==> config.mk <==
export PLATFORM = sky130hd
export DESIGN_NAME = sum_operand_feeder_flat
export DESIGN_NICKNAME = d
export VERILOG_FILES = /design/src/rtl/sum_operand_feeder_if.sv /design/src/rtl/sum_operand_feeder.sv /design/src/flat_wrapper.sv
export SDC_FILE = /design/constraint.sdc
export NUM_CORES = 1
export LEC_CHECK = 0
export ABC_AREA = 1
export ABC_CLOCK_PERIOD_IN_PS = 10500
export BUFFER_PORTS_ARGS = -buffer_cell sky130_fd_sc_hd__buf_2
export CORE_ASPECT_RATIO = 0.6
export CORE_MARGIN = 3
export CORE_UTILIZATION = 60
export CTS_BUF_LIST = sky130_fd_sc_hd__clkbuf_8 sky130_fd_sc_hd__clkbuf_16
export CTS_CLUSTER_DIAMETER = 30
export DETAILED_ROUTE_END_ITERATION = 10
export GPL_ROUTABILITY_DRIVEN = 0
export GPL_TIMING_DRIVEN = 0
export PLACE_DENSITY = 0.8
export SLEW_MARGIN = 5
export SYNTH_ARGS = -nofsm -noshare
export SYNTH_HDL_FRONTEND = slang
export SYNTH_SLANG_ARGS = --single-unit
==> constraint.sdc <==
create_clock -name clk -period 10.5 [get_ports clk]
set_input_delay 0.525 -clock clk [delete_from_list [all_inputs] [get_ports clk]]
set_output_delay 0.525 -clock clk [all_outputs]
set_load 0.05 [all_outputs]
==> src/rtl/sum_operand_feeder_if.sv <==
// rtl/sum_operand_feeder_if.sv - operand stream and adder-feed signal bundle
// The producer drives through master; the feeder sits on slave.
interface sum_operand_feeder_if #(
  parameter int BUS_WIDTH  = 32,
  parameter int FIFO_DEPTH = 4
);
  logic [BUS_WIDTH-1:0]             op_in;
  logic                             op_in_valid;
  logic                             op_in_ready;
  logic                             op_clear;
  logic                             issue_hold;
  logic [BUS_WIDTH-1:0]             sum_in1;
  logic [BUS_WIDTH-1:0]             sum_in2;
  logic                             sum_in_en;
  logic [$clog2(FIFO_DEPTH+1)-1:0]  fifo_count;

  modport master (
    output op_in, op_in_valid, op_clear, issue_hold,
    input  op_in_ready, sum_in1, sum_in2, sum_in_en, fifo_count
  );

  modport slave (
    input  op_in, op_in_valid, op_clear, issue_hold,
    output op_in_ready, sum_in1, sum_in2, sum_in_en, fifo_count
  );
endinterface

==> src/rtl/sum_operand_feeder.sv <==
// rtl/sum_operand_feeder.sv - pairs an A,B operand stream and feeds the registered adder
// Pairs are buffered in a small FIFO and issued at most one per cycle.
module sum_operand_feeder #(
  parameter int BUS_WIDTH  = 32,
  parameter int FIFO_DEPTH = 4
) (
  input  logic                 clk,
  input  logic                 arst,
  sum_operand_feeder_if.slave  bus
);
  localparam int PTR_W = $clog2(FIFO_DEPTH);
  localparam int CNT_W = $clog2(FIFO_DEPTH + 1);

  typedef enum logic {S_A, S_B} state_t;

  state_t                 state, state_nxt;
  logic [BUS_WIDTH-1:0]   a_reg;
  logic [2*BUS_WIDTH-1:0] mem [FIFO_DEPTH];
  logic [PTR_W-1:0]       wr_ptr, rd_ptr;
  logic [CNT_W-1:0]       count;
  logic [BUS_WIDTH-1:0]   sum_in1_q, sum_in2_q;
  logic                   sum_in_en_q;
  logic                   full, empty, pop, push, capture_a, ready, xfer;

  assign full  = (count == CNT_W'(FIFO_DEPTH));
  assign empty = (count == '0);
  assign pop   = !empty && !bus.issue_hold && !bus.op_clear;

  // A full FIFO can still take B when the head leaves in the same cycle.
  assign ready = !arst && !bus.op_clear && ((state == S_A) || !full || pop);
  assign xfer  = bus.op_in_valid && ready;

  always_comb begin
    state_nxt = state;
    capture_a = 1'b0;
    push      = 1'b0;
    if (bus.op_clear) begin
      state_nxt = S_A;
    end else if (xfer) begin
      if (state == S_A) begin
        capture_a = 1'b1;
        state_nxt = S_B;
      end else begin
        push      = 1'b1;
        state_nxt = S_A;
      end
    end
  end

  always_ff @(posedge clk or posedge arst) begin
    if (arst) begin
      state       <= S_A;
      a_reg       <= '0;
      wr_ptr      <= '0;
      rd_ptr      <= '0;
      count       <= '0;
      sum_in1_q   <= '0;
      sum_in2_q   <= '0;
      sum_in_en_q <= 1'b0;
    end else begin
      state <= state_nxt;
      if (capture_a) begin
        a_reg <= bus.op_in;
      end
      if (bus.op_clear) begin
        wr_ptr      <= '0;
        rd_ptr      <= '0;
        count       <= '0;
        sum_in_en_q <= 1'b0;
      end else begin
        if (push) begin
          wr_ptr <= wr_ptr + PTR_W'(1);
        end
        if (pop) begin
          rd_ptr    <= rd_ptr + PTR_W'(1);
          sum_in1_q <= mem[rd_ptr][2*BUS_WIDTH-1:BUS_WIDTH];
          sum_in2_q <= mem[rd_ptr][BUS_WIDTH-1:0];
        end
        sum_in_en_q <= pop;
        if (push && !pop) begin
          count <= count + CNT_W'(1);
        end else if (pop && !push) begin
          count <= count - CNT_W'(1);
        end
      end
    end
  end

  // Storage needs no reset; only slots between the pointers are ever read.
  always_ff @(posedge clk) begin
    if (push) begin
      mem[wr_ptr] <= {a_reg, bus.op_in};
    end
  end

  assign bus.op_in_ready = ready;
  assign bus.sum_in1     = sum_in1_q;
  assign bus.sum_in2     = sum_in2_q;
  assign bus.sum_in_en   = sum_in_en_q;
  assign bus.fifo_count  = count;
endmodule

==> src/flat_wrapper.sv <==
// flat-port wrapper written by rule: the top's interface ports become plain ports
module sum_operand_feeder_flat 
#(
  parameter int BUS_WIDTH  = 32,
  parameter int FIFO_DEPTH = 4
)
  (clk, arst, bus_op_in, bus_op_in_valid, bus_op_clear, bus_issue_hold, bus_op_in_ready, bus_sum_in1, bus_sum_in2, bus_sum_in_en, bus_fifo_count);
  sum_operand_feeder_if #(.BUS_WIDTH(BUS_WIDTH), .FIFO_DEPTH(FIFO_DEPTH)) bus_i ();
  input  logic clk;
  input  logic arst;
  input wire logic [$bits(bus_i.op_in)-1:0] bus_op_in;
  input wire logic [$bits(bus_i.op_in_valid)-1:0] bus_op_in_valid;
  input wire logic [$bits(bus_i.op_clear)-1:0] bus_op_clear;
  input wire logic [$bits(bus_i.issue_hold)-1:0] bus_issue_hold;
  output wire logic [$bits(bus_i.op_in_ready)-1:0] bus_op_in_ready;
  output wire logic [$bits(bus_i.sum_in1)-1:0] bus_sum_in1;
  output wire logic [$bits(bus_i.sum_in2)-1:0] bus_sum_in2;
  output wire logic [$bits(bus_i.sum_in_en)-1:0] bus_sum_in_en;
  output wire logic [$bits(bus_i.fifo_count)-1:0] bus_fifo_count;
  assign bus_i.op_in = bus_op_in;
  assign bus_i.op_in_valid = bus_op_in_valid;
  assign bus_i.op_clear = bus_op_clear;
  assign bus_i.issue_hold = bus_issue_hold;
  assign bus_op_in_ready = bus_i.op_in_ready;
  assign bus_sum_in1 = bus_i.sum_in1;
  assign bus_sum_in2 = bus_i.sum_in2;
  assign bus_sum_in_en = bus_i.sum_in_en;
  assign bus_fifo_count = bus_i.fifo_count;
  sum_operand_feeder #(.BUS_WIDTH(BUS_WIDTH), .FIFO_DEPTH(FIFO_DEPTH)) u_core (.clk(clk), .arst(arst), .bus(bus_i));
endmodule
# == Word-level counts from Yosys, hierarchy flattened ==
# Memory sizes are Yosys's and may differ from the RTL's. A register that Yosys moved wholly into a read port is not among the register bits.
# Index checks and enable logic that the tools add are counted.
# classes
n_mux,18
n_addsub,4
reduce_logical,22
n_eq_ne,1
bitwise_logic,2
# op_table
operator,n
two-way mux 1 bit,11
two-way mux 3 bit,3
two-way mux 2 bit,4
logical AND 1 bit,7
logical NOT 1 bit,7
nonzero test 2 bit,3
adder 2 x 1 -> 2 bit (second input constant),2
adder 3 x 1 -> 3 bit (second input constant),1
== test 3 bit (second input constant),1
logical NOT 3 bit,1
nonzero test 3 bit,1
subtractor 3 x 1 -> 3 bit (second input constant),1
logical OR 1 bit,2
NOT 1 bit,2
AND reduction 2 bit,1
# totals
mem_count,1
input_bits,37
wordCells,54
ram_bits,256
reg_bits,41
out_inout_bits,69
# mem_list
name,words,width,read_ports,rd_clocked_by_memory_dff,write_ports,line,text
u_core.mem,4,64,1,1,1,sum_operand_feeder.sv:18,logic [2*BUS_WIDTH-1:0] mem [FIFO_DEPTH];

# == Logic depth before layout (Yosys ltp) ==
# depth
ltp_word,14
ltp_mapped,13
mapped_depth_nobuf,12

# == Worst setup path after synthesis ==
# Ideal clock, no wire load.
# synth_path
path_type,reg2reg
startpoint,reg u_core.count[1] (netlist: u_core.bus.fifo_count[1])
endpoint,mem u_core.mem[0][0] (netlist name) (enable)
stages_incl_launch_ff,5
t_required_ns,10.013
setup_time_ns,0.487
period_less_slack_ns,4.284
setup_slack_ns,6.216
path_buffers,0
arrival_time_ns,3.798
path_cell_list,dfrtp_1 > nor2_2 > nand2_1 > nand4_1 > nor2_1
# synth_between
elab_chain_cells,11
elab_cells_between_ends,14
classes_between,eq/ne (1); mux (4); reduce/logical (9)
# synth_lines
element,line,text
from (decl),sum_operand_feeder.sv:20,logic [CNT_W-1:0] count;
from (signal assigned),sum_operand_feeder.sv:81,count <= count + CNT_W'(1);
from (signal assigned),sum_operand_feeder.sv:83,count <= count - CNT_W'(1);
logical NOT 3 bit,sum_operand_feeder.sv:26,assign empty = (count == '0);
logical NOT 1 bit,sum_operand_feeder.sv:27,assign pop = !empty && !bus.issue_hold && !bus.op_clear;
logical AND 1 bit (2 in a row),sum_operand_feeder.sv:27,
logical OR 1 bit *,sum_operand_feeder.sv:30,assign ready = !arst && !bus.op_clear && ((state == S_A) || !full || pop);
logical AND 1 bit *,sum_operand_feeder.sv:30,
logical AND 1 bit *,sum_operand_feeder.sv:31,assign xfer = bus.op_in_valid && ready;
two-way mux 1 bit *,sum_operand_feeder.sv:39,end else if (xfer) begin
two-way mux 1 bit *,sum_operand_feeder.sv:37,if (bus.op_clear) begin
two-way mux 1 bit *,sum_operand_feeder.sv:91,if (push) begin
two-way mux 1 bit (implied by the code) *,sum_operand_feeder.sv:92,"mem[wr_ptr] <= {a_reg, bus.op_in};"
to (decl),sum_operand_feeder.sv:18,
# Mark *: on every way between the ends. The rest lies on a longest branch, timed or not.

# == Worst setup path in the final report ==
# layout_path
startpoint,reg u_core.state
endpoint,mem u_core.mem[0][53] (netlist name) (enable)
# layout_between
elab_chain_cells,9
elab_cells_between_ends,10
classes_between,mux (5); bitwise (1); reduce/logical (4)
# layout_lines
element,line,text
from (decl),sum_operand_feeder.sv:16,"state_t state, state_nxt;"
from (signal assigned),sum_operand_feeder.sv:61,state <= state_nxt;
NOT 1 bit,sum_operand_feeder.sv:30,
logical OR 1 bit (2 in a row),sum_operand_feeder.sv:30,
logical AND 1 bit,sum_operand_feeder.sv:30,
logical AND 1 bit,sum_operand_feeder.sv:31,
two-way mux 1 bit *,sum_operand_feeder.sv:39,
two-way mux 1 bit *,sum_operand_feeder.sv:37,
two-way mux 1 bit *,sum_operand_feeder.sv:91,
two-way mux 1 bit (implied by the code) *,sum_operand_feeder.sv:92,
# Marked as above.

==> key figures <==
Run status
  – Status: completed

Finish
  – P&R area growth vs syn: 18.0%
  – Biggest register: u_core.mem
  – Nets@finish: 1165
  – Max reg flops: 256
  – Fin area: 0.0163 mm²
  – Fillcell total: 1354
  – Share of cells above drive strength 1: 24.8%

Logic synthesis
  – Post-Synthesis Cells: 967
  – Post-synth top area share: 55.5%
  – Sequential share of the synthesized area: 74.5%
  – Post-synth EDFFs: 256
  – Syn Nets: 1009
  – Top-count cell post-synth: edfxtp_1
  – Distinct cells, synth: 27
  – Synth cell count leaders: edfxtp_1, nor2_1, o21ai_0
  – Mapped cell area: 0.0138 mm²
  – #FFs+latches synth: 361
  – Asr flop ratio synth: 29.1%
  – Syn Area/Cell: 14.3 µm²
  – Top cells by area, synth: edfxtp_1, dfrtp_1, mux2_4, o21ai_0, nor2_1
  – Ys flop type: edfxtp_1
  – Largest area contributor in the netlist: edfxtp_1
  – Yosys warning count: 0

Critical path
  – Top Family by Delay on Critical Path: simple AND/OR/NAND/NOR gates
  – Crit path max fanout: 28
  – CP Capture Type: flop
  – RR Endpoint: u_core.mem[0][53]$_DFFE_PP_
  – Worst Path Required: 10.71 ns
  – CP max stage delay: 0.85 ns
  – Startpoint types: flop
  – Worst R2R Path Depth: 6
  – Kind of critical path: flop to flop
  – Crit path buf inv count: 1
  – Worst r2r src: u_core.state$_DFFE_PP0P_
  – Slowest CP cell: nor2_4
  – Critical Path Most Common Cell: nand2_1
  – CP cell instances: nand2_1 -> nor2_1 -> nand2_1 -> nand4_1 -> nor2_4 -> buf_12
  – CP Data Arrival Time: 2.83 ns
  – R2R Setup Slk: 7.88 ns

Drt
  – Post-DRT Antenna Nets: 0
  – Avg WL per Cell: 22.0 µm
  – Via count: 8722
  – TritonRoute pass-1 iters: 5
  – Vias per cell: 5.96
  – Final WL: 32.3 mm
  – Residual DRC: 0
  – Number of DRC markers in iteration 0: 1003

GRT
  – Vias in the first global route: 8601
  – First-pass GRT wire length: 49.9 mm
  – GRT overflow: 0
  – Initial antenna violation count: 1
  – GRT Overall Usage: 26.3%
  – Largest net degree at the start of global routing: 56

Power and ir drop
  – Pwr dens: 276 mW/mm²
  – Psw: 1590 µW
  – Switching share of power: 35.2%
  – Clock share of power: 30.9%
  – Final Power: 4520 µW
  – Combinational share of power: 28.5%
  – Max VDD drop: 174 µV
  – Total internal power: 2920 µW
  – Sequential Power Share: 40.6%
  – Leak: 0.00629 µW

Place
  – Post-DP Area: 0.0150 mm²
  – Number of port buffers: 105
  – Post-detail-place hpwl: 20.5 mm

STA
  – Fin. Hold Viols: 0
  – Max Clk Rate: 382 MHz
  – Shortest period the worst path allows: 2.62 ns
  – Worst Skew: 0.0159 ns
  – Slew Limit Headroom: 47.8%
  – Slew Limit Fails: 0
  – Setup TNS: 0 ns
  – Final Setup Violations: 0
  – Fin crit share: 25.0%
  – Slew of the pin with the lowest slew margin: 0.781 ns
  – RSZ-0062 raised after global routing: no

CTS
  – Longest Clk Path Bufs: 3
  – Clock sink count: 361
  – Clk Latency, worst-skew pair: 0.53 ns
  – CTS tree: built
  – Post-CTS Resized: 0
  – Post-CTS repair timing setup buffer count: 0
  – Worst-path clk slew: 0.06 ns
  – Root buf cell: clkbuf_16
  – # H-tree levels: 2
  – # hold bufs at CTS: 0
  – Inserted Clock Buffers: 40

Die
  – Starting Density: 62.0%
  – Die footprint: 0.0250 mm²
  – Die width: 202 µm
  – Die height: 124 µm
  – Core area: 0.0223 mm²
  – # IOs: 106
  – Num rows: 42

Run
  – Max-cap viol count: 0

Worst hold path
  – Hold Crit Class: input port to asynchronous set/reset pin
cells by family (layout without fill, tap and decap cells):
family | Yosys count | count (layout) | synth area share (%)
AOI/OAI and AO/OA | 233 | 233 | 9.00
xor gates and xnor gates | 1 | 1 | 0.0633
adders and majority gates | 5 | 5 | 0.506
buffers and inverters | 105 | 291 | 4.02
DFF | 361 | 361 | 74.5
muxes | 64 | 64 | 6.26
other | 0 | 2 | 0
and+or+nand+nor | 198 | 198 | 5.67
final cells by class:
cell class	count	area [µm²]	share of cell area, %
sequential	361	10300	63.1
buffer	54	365	2.24
multi-input combinational	501	3010	18.4
clock buffer	43	1050	6.45
clock inverter	29	289	1.77
timing repair buffer	114	728	4.46
antenna	2	5.00	0.0306
inverter	51	194	1.19
tap	308	385	2.36
power by group through the flow:
stage               combinational [µW]  sequential [µW]  clock (µW)
global route                      1360             1860        1470
floorplan                          487             2300           0
CTS                               1290             1830        1410
detailed placement                1280             1860           0
finish                            1290             1830        1400
global placement                  1250             1850           0
worst max-delay path by stage:
stage / start / endpoint / cells after the start
floorplan: u_core.bus.fifo_count[1]$_DFFE_PP0P_ / u_core.mem[0][0]$_DFFE_PP_ / 4
global placement: bus_op_clear / u_core.mem[3][11]$_DFFE_PP_ / 4
detailed placement: bus_op_clear / u_core.mem[0][42]$_DFFE_PP_ / 5
CTS: u_core.bus.fifo_count[2]$_DFFE_PP0P_ / u_core.mem[0][42]$_DFFE_PP_ / 6
global route: u_core.bus.fifo_count[2]$_DFFE_PP0P_ / u_core.mem[0][61]$_DFFE_PP_ / 6
finish: u_core.state$_DFFE_PP0P_ / u_core.mem[0][53]$_DFFE_PP_ / 6
cells in the final DEF (no fill, tap or decap), drive strengths merged:
cell type,instances
a21oi,4
dfrtp,105
nand2,52
o21ai,165
buf,143
mux2,64
nand3,4
bufinv,3
xnor2,1
ha,4
nor2,140
edfxtp,256
clkinv,14
o22ai,64
diode,2
clkbuf,68
nand4,2
clkinvlp,5
inv,58
fa,1
per-stage QoR:
step / worst slack [ns] / cells / utilization, % / hold slack (ns)
CTS: 7.88 / 1461 / 73.2 / 0.168
finish: 7.88 / 1463 / 73.2 / 0.161
floorplan: 6.22 / 967 / - / 0.476
detailed placement: 7.66 / 1389 / 67.1 / 0.491
global placement: 4.17 / 1380 / 66.1 / 0.488
global route: 7.76 / 1462 / 73.2 / 0.203
metal layers:
metal	track usage [%]	wire length [µm]
met2	39.6	14400
met4	7.52	544
met3	6.03	3570
met5	0	0
met1	39.3	13700
Power figures use the tool's default switching activity.
